`config.mk`:
```
export PLATFORM = sky130hd
export DESIGN_NAME = dmem_arbiter_flat
export DESIGN_NICKNAME = d
export VERILOG_FILES = /design/src/rtl/dmem_arbiter_if.sv /design/src/rtl/dmem_arbiter.sv /design/src/flat_wrapper.sv
export SDC_FILE = /design/constraint.sdc
export NUM_CORES = 1
export LEC_CHECK = 0
export CAP_MARGIN = 5
export CORE_AREA = 4 4 116 118
export CTS_BUF_LIST = sky130_fd_sc_hd__clkbuf_4
export DETAILED_ROUTE_END_ITERATION = 16
export DIE_AREA = 0 0 120 122
export GPL_TIMING_DRIVEN = 0
export PLACE_DENSITY = 0.79
export SLEW_MARGIN = 20
export SYNTH_ARGS = -nofsm -noshare
export SYNTH_HDL_FRONTEND = slang
export SYNTH_SLANG_ARGS = --single-unit
export TNS_END_PERCENT = 50
```
`constraint.sdc`:
```
create_clock -name clk -period 6.9 [get_ports clk]
set_input_delay 0.69 -clock clk [delete_from_list [all_inputs] [get_ports clk]]
set_output_delay 0.69 -clock clk [all_outputs]
set_load 0.01 [all_outputs]
```
`src/rtl/dmem_arbiter_if.sv`:
```
// rtl/dmem_arbiter_if.sv - bundle of the two requester ports and the data memory port of dmem_arbiter
interface dmem_arbiter_if;
  logic        req0_i;
  logic        req1_i;
  logic        we0_i;
  logic        we1_i;
  logic        lock0_i;
  logic        lock1_i;
  logic [31:0] addr0_i;
  logic [31:0] addr1_i;
  logic [31:0] wdata0_i;
  logic [31:0] wdata1_i;
  logic        gnt0_o;
  logic        gnt1_o;
  logic        rvalid0_o;
  logic        rvalid1_o;
  logic [31:0] rdata0_o;
  logic [31:0] rdata1_o;
  logic [31:0] mem_addr_o;
  logic [31:0] mem_wdata_o;
  logic        mem_we_o;
  logic [31:0] mem_rdata_i;

  modport slave (
    input  req0_i, req1_i, we0_i, we1_i, lock0_i, lock1_i,
    input  addr0_i, addr1_i, wdata0_i, wdata1_i, mem_rdata_i,
    output gnt0_o, gnt1_o, rvalid0_o, rvalid1_o, rdata0_o, rdata1_o,
    output mem_addr_o, mem_wdata_o, mem_we_o
  );

  modport master (
    output req0_i, req1_i, we0_i, we1_i, lock0_i, lock1_i,
    output addr0_i, addr1_i, wdata0_i, wdata1_i, mem_rdata_i,
    input  gnt0_o, gnt1_o, rvalid0_o, rvalid1_o, rdata0_o, rdata1_o,
    input  mem_addr_o, mem_wdata_o, mem_we_o
  );
endinterface

```
`src/rtl/dmem_arbiter.sv`:
```
// rtl/dmem_arbiter.sv - two-port data memory arbiter with lockable ownership and bounded lock length
// Build option DMEM_ARB_RR_EN: round-robin contention in IDLE; otherwise port 0 has fixed priority.
module dmem_arbiter #(
  parameter int LOCK_MAX = 16
) (
  input  logic            clk,
  input  logic            rst_n,
  dmem_arbiter_if.slave   bus
);

  localparam logic [7:0] LOCK_MAX_C = LOCK_MAX[7:0];

  typedef enum logic [1:0] {
    IDLE = 2'd0,
    OWN0 = 2'd1,
    OWN1 = 2'd2
  } state_t;

  state_t      state_q;
  state_t      state_d;
  logic [7:0]  cnt_q;
  logic [7:0]  cnt_d;
  logic        at_max;
  logic        arb;
  logic        pref0;
  logic        pref1;
  logic        gnt0_c;
  logic        gnt1_c;
  logic        gnt0;
  logic        gnt1;
  logic        rvalid0_q;
  logic        rvalid1_q;
  logic [31:0] rdata0_q;
  logic [31:0] rdata1_q;
`ifdef DMEM_ARB_RR_EN
  logic        last_gnt_q;
`endif

  assign at_max = (cnt_q == LOCK_MAX_C);

  always_comb begin
    gnt0_c  = 1'b0;
    gnt1_c  = 1'b0;
    arb     = 1'b0;
    pref0   = 1'b0;
    pref1   = 1'b0;
    state_d = state_q;
    cnt_d   = cnt_q;

    case (state_q)
      OWN0: begin
        if (bus.req0_i && bus.lock0_i && !at_max) begin
          gnt0_c = 1'b1;
          cnt_d  = (cnt_q == 8'hFF) ? cnt_q : cnt_q + 8'd1;
        end else begin
          arb   = 1'b1;
          // a forced release hands the cycle to the other port first
          pref1 = at_max;
        end
      end
      OWN1: begin
        if (bus.req1_i && bus.lock1_i && !at_max) begin
          gnt1_c = 1'b1;
          cnt_d  = (cnt_q == 8'hFF) ? cnt_q : cnt_q + 8'd1;
        end else begin
          arb   = 1'b1;
          pref0 = at_max;
        end
      end
      default: arb = 1'b1;
    endcase

    if (arb) begin
      if (pref1 && bus.req1_i) begin
        gnt1_c = 1'b1;
      end else if (pref0 && bus.req0_i) begin
        gnt0_c = 1'b1;
      end else if (bus.req0_i && bus.req1_i) begin
`ifdef DMEM_ARB_RR_EN
        gnt0_c = last_gnt_q;
        gnt1_c = !last_gnt_q;
`else
        gnt0_c = 1'b1;
`endif
      end else begin
        gnt0_c = bus.req0_i;
        gnt1_c = bus.req1_i;
      end

      if (gnt0_c && bus.lock0_i) begin
        state_d = OWN0;
        cnt_d   = 8'd1;
      end else if (gnt1_c && bus.lock1_i) begin
        state_d = OWN1;
        cnt_d   = 8'd1;
      end else begin
        state_d = IDLE;
        cnt_d   = 8'd0;
      end
    end
  end

  // no grant may escape while reset is held, even though grant is combinational
  assign gnt0 = gnt0_c & rst_n;
  assign gnt1 = gnt1_c & rst_n;

  assign bus.gnt0_o      = gnt0;
  assign bus.gnt1_o      = gnt1;
  assign bus.mem_addr_o  = gnt0 ? bus.addr0_i  : (gnt1 ? bus.addr1_i  : 32'd0);
  assign bus.mem_wdata_o = gnt0 ? bus.wdata0_i : (gnt1 ? bus.wdata1_i : 32'd0);
  assign bus.mem_we_o    = (gnt0 & bus.we0_i) | (gnt1 & bus.we1_i);

  assign bus.rvalid0_o   = rvalid0_q;
  assign bus.rvalid1_o   = rvalid1_q;
  assign bus.rdata0_o    = rdata0_q;
  assign bus.rdata1_o    = rdata1_q;

  always_ff @(posedge clk or negedge rst_n) begin
    if (!rst_n) begin
      state_q <= IDLE;
      cnt_q   <= 8'd0;
    end else begin
      state_q <= state_d;
      cnt_q   <= cnt_d;
    end
  end

`ifdef DMEM_ARB_RR_EN
  always_ff @(posedge clk or negedge rst_n) begin
    if (!rst_n) begin
      last_gnt_q <= 1'b1;
    end else if (gnt0 || gnt1) begin
      last_gnt_q <= gnt1;
    end
  end
`endif

  // read return path: data captured in the grant cycle, presented with a one-cycle valid
  always_ff @(posedge clk or negedge rst_n) begin
    if (!rst_n) begin
      rvalid0_q <= 1'b0;
      rvalid1_q <= 1'b0;
      rdata0_q  <= 32'd0;
      rdata1_q  <= 32'd0;
    end else begin
      rvalid0_q <= gnt0 & !bus.we0_i;
      rvalid1_q <= gnt1 & !bus.we1_i;
      if (gnt0 && !bus.we0_i) begin
        rdata0_q <= bus.mem_rdata_i;
      end
      if (gnt1 && !bus.we1_i) begin
        rdata1_q <= bus.mem_rdata_i;
      end
    end
  end

endmodule

```
`src/flat_wrapper.sv`:
```
// flat-port wrapper written by rule: the top's interface ports become plain ports
module dmem_arbiter_flat 
#(
  parameter int LOCK_MAX = 16
)
  (clk, rst_n, bus_req0_i, bus_req1_i, bus_we0_i, bus_we1_i, bus_lock0_i, bus_lock1_i, bus_addr0_i, bus_addr1_i, bus_wdata0_i, bus_wdata1_i, bus_mem_rdata_i, bus_gnt0_o, bus_gnt1_o, bus_rvalid0_o, bus_rvalid1_o, bus_rdata0_o, bus_rdata1_o, bus_mem_addr_o, bus_mem_wdata_o, bus_mem_we_o);
  dmem_arbiter_if bus_i ();
  input  logic clk;
  input  logic rst_n;
  input wire logic [$bits(bus_i.req0_i)-1:0] bus_req0_i;
  input wire logic [$bits(bus_i.req1_i)-1:0] bus_req1_i;
  input wire logic [$bits(bus_i.we0_i)-1:0] bus_we0_i;
  input wire logic [$bits(bus_i.we1_i)-1:0] bus_we1_i;
  input wire logic [$bits(bus_i.lock0_i)-1:0] bus_lock0_i;
  input wire logic [$bits(bus_i.lock1_i)-1:0] bus_lock1_i;
  input wire logic [$bits(bus_i.addr0_i)-1:0] bus_addr0_i;
  input wire logic [$bits(bus_i.addr1_i)-1:0] bus_addr1_i;
  input wire logic [$bits(bus_i.wdata0_i)-1:0] bus_wdata0_i;
  input wire logic [$bits(bus_i.wdata1_i)-1:0] bus_wdata1_i;
  input wire logic [$bits(bus_i.mem_rdata_i)-1:0] bus_mem_rdata_i;
  output wire logic [$bits(bus_i.gnt0_o)-1:0] bus_gnt0_o;
  output wire logic [$bits(bus_i.gnt1_o)-1:0] bus_gnt1_o;
  output wire logic [$bits(bus_i.rvalid0_o)-1:0] bus_rvalid0_o;
  output wire logic [$bits(bus_i.rvalid1_o)-1:0] bus_rvalid1_o;
  output wire logic [$bits(bus_i.rdata0_o)-1:0] bus_rdata0_o;
  output wire logic [$bits(bus_i.rdata1_o)-1:0] bus_rdata1_o;
  output wire logic [$bits(bus_i.mem_addr_o)-1:0] bus_mem_addr_o;
  output wire logic [$bits(bus_i.mem_wdata_o)-1:0] bus_mem_wdata_o;
  output wire logic [$bits(bus_i.mem_we_o)-1:0] bus_mem_we_o;
  assign bus_i.req0_i = bus_req0_i;
  assign bus_i.req1_i = bus_req1_i;
  assign bus_i.we0_i = bus_we0_i;
  assign bus_i.we1_i = bus_we1_i;
  assign bus_i.lock0_i = bus_lock0_i;
  assign bus_i.lock1_i = bus_lock1_i;
  assign bus_i.addr0_i = bus_addr0_i;
  assign bus_i.addr1_i = bus_addr1_i;
  assign bus_i.wdata0_i = bus_wdata0_i;
  assign bus_i.wdata1_i = bus_wdata1_i;
  assign bus_i.mem_rdata_i = bus_mem_rdata_i;
  assign bus_gnt0_o = bus_i.gnt0_o;
  assign bus_gnt1_o = bus_i.gnt1_o;
  assign bus_rvalid0_o = bus_i.rvalid0_o;
  assign bus_rvalid1_o = bus_i.rvalid1_o;
  assign bus_rdata0_o = bus_i.rdata0_o;
  assign bus_rdata1_o = bus_i.rdata1_o;
  assign bus_mem_addr_o = bus_i.mem_addr_o;
  assign bus_mem_wdata_o = bus_i.mem_wdata_o;
  assign bus_mem_we_o = bus_i.mem_we_o;
  dmem_arbiter #(.LOCK_MAX(LOCK_MAX)) u_core (.clk(clk), .rst_n(rst_n), .bus(bus_i));
endmodule
```
==> impl_metrics.toml, run 1 <==
[status]
status = "finished, final reports clean"

[placed_design]
io_buffers = 300
finalWeightedCongestion = 0.864
dp_hpwl_mm = 13.0
dpl.cell_count = 909

[floorplanning]
ioPinCount = 301
die_area_um2 = 14600
initial_core_util_pct = 33.7
die_w_um = 120
core_area_um2 = 12500
num_rows = 41
die_h_um = 122

[final_layout]
n_fill_cell = 1051
area_delta_synth_final_pct = 80.6
drive_gt1_share_pct = 13.7
final_nets = 920
instances_no_fill = 925
multi_input_area_um2 = 2120
seq_area_um2 = 1900
diodes = 0

[sta]
tns_ns = 0
worst_slew_pin_slew_ns = 0.646
hold_viol_final = 0
setup_viol = 0
holdWs_ns = 0.204
min_period_ns = 4.27
max_slew_margin_pct = 56.8
fmax_ghz = 0.234
rsz0062_at_grt = "false"
fin_crit_sh_pct = 61.9
skew_ns = 0.0211
slew_violations = 0

[logic_synthesis]
ys_seq_elements = 76
synth_edf_count = 0
synth_most_common_cell = "nand2_1"
avgSynthCellArea_um2 = 9.63
synth_flop_cell = "dfrtp_1"
async_flop_share_pct = 100
yosys_warnings = 0
synth_area_leaders = "dfrtp_1, nand2_1, mux2_4"
ys_types = 39
netlist.area_leader.share_pct = 45.3
syn-num-nets = 608
synth_largest_area_cell = "dfrtp_1"
yosys-top-cells-count = "nand2_1, dfrtp_1, a21oi_1"
ys_seq_area_share_pct = 45.3
synthCells = 436
synthesis.area_um2 = 4200

[routing]
ant_nets = 0
wl_per_cell_um = 17.1
num_vias = 4373
drc_errors = 0
drt_iter0_markers = 154
dr.pass1.iters = 4
avgViaCountPerCell = 4.73
wl_mm = 15.8

[power]
irDropWorstVdd_mv = 0.298
p_per_area_nw_per_um2 = 345
p_leak_nw = 3.26

[clock_network]
clk_path_buf_depth = 2
post_cts_buffers = 0
htreeDepth = 3
clk_pin_slew_ns = 0.12
post_cts_resize_count = 0
root_buffer = "clkbuf_4"
cts_num_sinks = 76
cts_hold_buf = 0
insertion_delay_ns = 0.41
numCtsBuffers = 9
cts_tree = "yes"

[global_route]
grt_util_all_layers_pct = 20.8
grt_max_degree = 51
overflow = 0
grt_pass1_wl_mm = 24.3
grt_pass1_vias = 4568
antenna_found_initial = 0

[critical_path]
worstSetupPathType = "reg -> out"
rr_startpoint = "u_core.cnt_q[1]$_DFFE_PN0P_"
cpPeakStageDelay_ns = 0.60
cp-endpoint = "bus_mem_wdata_o[21]"
cpLargestDelayFamily = "buffers and inverters"
arrival_ns = 3.58
worstSetupStartpointType = "register"
cp_cell_sequence = "inv_1 -> ha_1 -> nor3_1 -> nor2_1 -> o211ai_1 -> buf_2 -> buf_1 -> nand2_1 -> a21oi_1 -> clkdlybuf4s50_1"
worstPathRequired_ns = 6.21
critical_path_buf_inv_count = 4
crit_fanout = 10
slowest_stage = "clkdlybuf4s50_1"
r2r_cells = 8
end_kind = "output port"
regToRegSetupSlack_ns = 4.08
reg2reg_to = "u_core.bus.rdata0_o[29]$_DFFE_PN0P_"
critPathLaunch = "u_core.state_q[0]$_DFFE_PN0N_"
worstSetupPathDepth = 10

[worst_hold_path]
hold_path_class = "in -> async"

[run]
cap_viol_max_count = 0
[layer usage]
layer  up-vias  global-route usage [%]  routed length [um]
met3        28                    7.47                1580
met5         -                       0                   0
met1      2055                    23.4                5950
met4         0                    6.73                 360
met2       186                    36.7                7920
li1       2104                       -                   -
[power breakdown]
group	switching, mW	internal (mW)	total (mW)
logic	0.681	0.904	1.58
clock network	0.155	0.115	0.270
registers	0.116	0.647	0.763
[worst min path at each step]
stage	startpoint	end	slack, ns	cells past startpoint
after CTS	rst_n	u_core.bus.rdata0_o[24]$_DFFE_PN0P_	0.18	1
final	rst_n	u_core.bus.rdata0_o[25]$_DFFE_PN0P_	0.20	1
after detailed placement	u_core.bus.rdata1_o[3]$_DFFE_PN0P_	u_core.bus.rdata1_o[3]$_DFFE_PN0P_	0.49	1
after global placement	u_core.bus.rdata1_o[2]$_DFFE_PN0P_	u_core.bus.rdata1_o[2]$_DFFE_PN0P_	0.49	1
after global routing	rst_n	u_core.bus.rdata1_o[24]$_DFFE_PN0P_	0.19	1
after floorplan	rst_n	u_core.bus.rdata0_o[0]$_DFFE_PN0P_	0.39	0
[state kept, by name (all words and copies together) (netlist names)]
name,flops
u_core.bus.rdata0_o,32
u_core.bus.rdata1_o,32
u_core.bus.rvalid0_o,1
u_core.bus.rvalid1_o,1
u_core.cnt_q,8
u_core.state_q,2
[logic make-up after synthesis]
kind of cell    count (synthesis)  share of synthesized area, %
compound gates                 88                          12.3
xor+xnor                        2                         0.417
fa+ha+maj                       4                          1.19
simple gates                  166                          16.9
buf+inv                        36                          4.08
mux                            64                          19.8
flops                          76                          45.3
[stage by stage]
step / setup slack, ns / instance area, um2 / utilization [%] / power, mW
2_1_floorplan: 4.10 / 4200 / - / 1.49
3_3_place_gp: 0.453 / 7420 / 59.5 / 2.32
3_5_place_dp: 2.72 / 7440 / 59.7 / 2.37
4_1_cts: 2.58 / 7580 / 60.8 / 2.65
5_1_grt: 2.34 / 7580 / 60.8 / 2.79
6_report: 2.63 / 7580 / 60.8 / 2.62
[cell type report]
class	instances	share of cell area [%]
clock buffer	10	0.990
buffer	28	1.87
sequential	76	25.1
tap	172	2.84
timing repair buffer	301	39.9
multi-input combinational	324	28.0
clock inverter	6	0.842
inverter	8	0.396
[cell usage in the layout, fill, tap and decap left out, drive strengths merged, types with 4 or more instances in the layout]
master and instances:
clkdlybuf4s50 299, ha 4, nor2 9, dfrtp 76, o21ai 4, nand2 134
a21oi 67, nand3 5, clkbuf 21, and3 7, buf 19, inv 9
mux2 64
Power figures use the tool's default switching activity.
==> inputs of run 2 (changes only) <==
--- a/config.mk
+++ b/config.mk
@@ -6,12 +6,12 @@
 export NUM_CORES = 1
 export LEC_CHECK = 0
 export CAP_MARGIN = 5
-export CORE_AREA = 4 4 116 118
+export CORE_MARGIN = 4
+export CORE_UTILIZATION = 36
 export CTS_BUF_LIST = sky130_fd_sc_hd__clkbuf_4
 export DETAILED_ROUTE_END_ITERATION = 16
-export DIE_AREA = 0 0 120 122
 export GPL_TIMING_DRIVEN = 0
-export PLACE_DENSITY = 0.79
+export PLACE_DENSITY = 0.83
 export SLEW_MARGIN = 20
 export SYNTH_ARGS = -nofsm -noshare
 export SYNTH_HDL_FRONTEND = slang
==> constraint.sdc (replaced) <==
create_clock -name clk -period 4.1 [get_ports clk]
set_input_delay 0.41 -clock clk [delete_from_list [all_inputs] [get_ports clk]]
set_output_delay 0.41 -clock clk [all_outputs]
set_load 0.01 [all_outputs]
==> run 2 against run 1 <==
- flip-flop and latch count stayed put
- wire length is 5.2% higher
- global-route usage is 3.5 points higher
- power is 67% higher
- sequential share of layout area is 0.071 points higher
- critical path depth is 1 lower
- core utilization is 5.4 points higher
- cell count is 2.8% lower
- critical path type unchanged
- hold slack better by 0.21 ns
==> impl_metrics.toml, run 2 (synthesized netlist as in run 1, its figures left out) <==
[sta]
worst_slew_pin_slew_ns = 0.680
holdWs_ns = 0.410
fin_crit_sh_pct = 93.5
fmax_ghz = 0.261
max_slew_margin_pct = 54.5
slew_violations = 0
hold_viol_final = 0
tns_ns = 0
rsz0062_at_grt = "false"
setup_viol = 0
worst_slack_ns = 0.267
min_period_ns = 3.83
skew_ns = 0.0201

[clock_network]
cts_num_sinks = 76
clk_path_buf_depth = 2
clk_pin_slew_ns = 0.12
root_buffer = "clkbuf_4"
htreeDepth = 3
insertion_delay_ns = 0.40
cts_tree = "yes"
numCtsBuffers = 9

[critical_path]
reg2reg_to = "u_core.bus.rdata0_o[0]$_DFFE_PN0P_"
end_kind = "output port"
worstPathRequired_ns = 3.69
r2r_cells = 8
rr_startpoint = "u_core.cnt_q[0]$_DFFE_PN0P_"
worstSetupStartpointType = "register"
crit_fanout = 10
worstSetupPathType = "reg -> out"
regToRegSetupSlack_ns = 1.34
arrival_ns = 3.42
critPathLaunch = "u_core.state_q[1]$_DFFE_PN0N_"

[global_route]
grt_util_all_layers_pct = 24.2
antenna_found_initial = 2
grt_pass1_wl_mm = 25.2
grt_max_degree = 59
grt_pass1_vias = 4669
overflow = 0

[power]
irDropWorstVdd_mv = 0.429
p_total_mw = 4.38
p_per_area_nw_per_um2 = 579
p_leak_nw = 3.28

[floorplanning]
die_h_um = 116
ioPinCount = 301
die_area_um2 = 13500
initial_core_util_pct = 36.8
num_rows = 39
die_w_um = 116
core_area_um2 = 11400

[final_layout]
final_util_pct = 66.2
drive_gt1_share_pct = 15.0
design_area_um2 = 7560
final_nets = 921
instances_no_fill = 899
final_cell_mix = "clkdlybuf4s50_1, nand2_1, dfrtp_1, a21oi_1, mux2_2"
layout_commonest_cell = "clkdlybuf4s50_1"
n_fill_cell = 876
area_delta_synth_final_pct = 80.1

[run]
cap_viol_max_count = 0

[placed_design]
placed_area_um2 = 7400
dp_hpwl_mm = 13.7
io_buffers = 300
finalWeightedCongestion = 0.956
dpl.cell_count = 880
dp_slack_ns = 0.416

[status]
status = "finished, final reports clean"

[routing]
drc_errors = 0
wl_met3_mm = 1.65
dr.pass1.iters = 7
wl_per_cell_um = 18.5
wl_mm = 16.6
met1Wirelength_mm = 5.95
drt_iter0_markers = 256
avgViaCountPerCell = 4.90
highest_layer = "met4"
dr_wl_met2_mm = 8.66
ant_nets = 0
num_vias = 4404

[worst_hold_path]
hold_path_class = "in -> async"
run 2: cell types whose count changed in the layout (fill, tap and decap cells not counted), sizes merged:
cell         change
diode            +2
bufinv           -1
clkbuf           +2
clkinv           +1
dlygate4sd3      +1
buf              -2
run 2: how the worst max path moves through the flow:
stage                                      to  slack, ns
after global routing       bus_mem_addr_o[19]       0.01
final                     bus_mem_wdata_o[22]       0.27
after floorplan             bus_mem_addr_o[0]       1.58
after global placement    bus_mem_wdata_o[23]      -1.91
after CTS                 bus_mem_wdata_o[22]       0.03
after detailed placement  bus_mem_wdata_o[23]       0.42
run 2: per-layer routing:
layer | vias to the layer above | GRT usage, %
li1 | 2112 | -
met1 | 2042 | 26.1
met2 | 220 | 43.9
met3 | 30 | 8.93
met4 | 0 | 8.04
met5 | - | 0
run 2: timing repair:
item	4_1_cts	5_1_grt
setup endpoints to repair	1	36
setup buffers	0	0
resized for setup	1	13
hold buffers	1	0
endpoints found under the hold margin	18	0
run 2: where the power goes:
group	leakage [nW]	internal (mW)	switching, mW	total [mW]
registers	0.933	1.09	0.198	1.29
logic	2.28	1.54	1.16	2.70
clock network	0.0665	0.132	0.260	0.392
run 2: critical path: stages (launching register included):
cell             delay, ns
dfrtp_1               0.39
inv_1                 0.08
ha_1                  0.27
a21boi_0              0.34
a2111oi_2             0.13
nor4_4                0.44
a211oi_4              0.17
buf_2                 0.22
a21oi_1               0.36
clkdlybuf4s50_1       0.62
run 2: cell type report:
type	instances	area (um2)	area share, %
timing repair buffer	302	3040	40.2
multi-input combinational	324	2140	28.3
sequential	76	1900	25.2
tap	143	179	2.37
buffer	28	150	1.99
clock buffer	10	75.1	0.993
clock inverter	6	40.0	0.530
inverter	8	30.0	0.397
antenna	2	5.00	0.0662
==> inputs of run 3 (changes only) <==
--- a/config.mk
+++ b/config.mk
@@ -5,6 +5,7 @@
 export SDC_FILE = /design/constraint.sdc
 export NUM_CORES = 1
 export LEC_CHECK = 0
+export ABC_CLOCK_PERIOD_IN_PS = 4100
 export CAP_MARGIN = 5
 export CORE_MARGIN = 4
 export CORE_UTILIZATION = 36
==> results of run 3 <==
No change in the layout: final DEF, timing and power equal those of run 2.
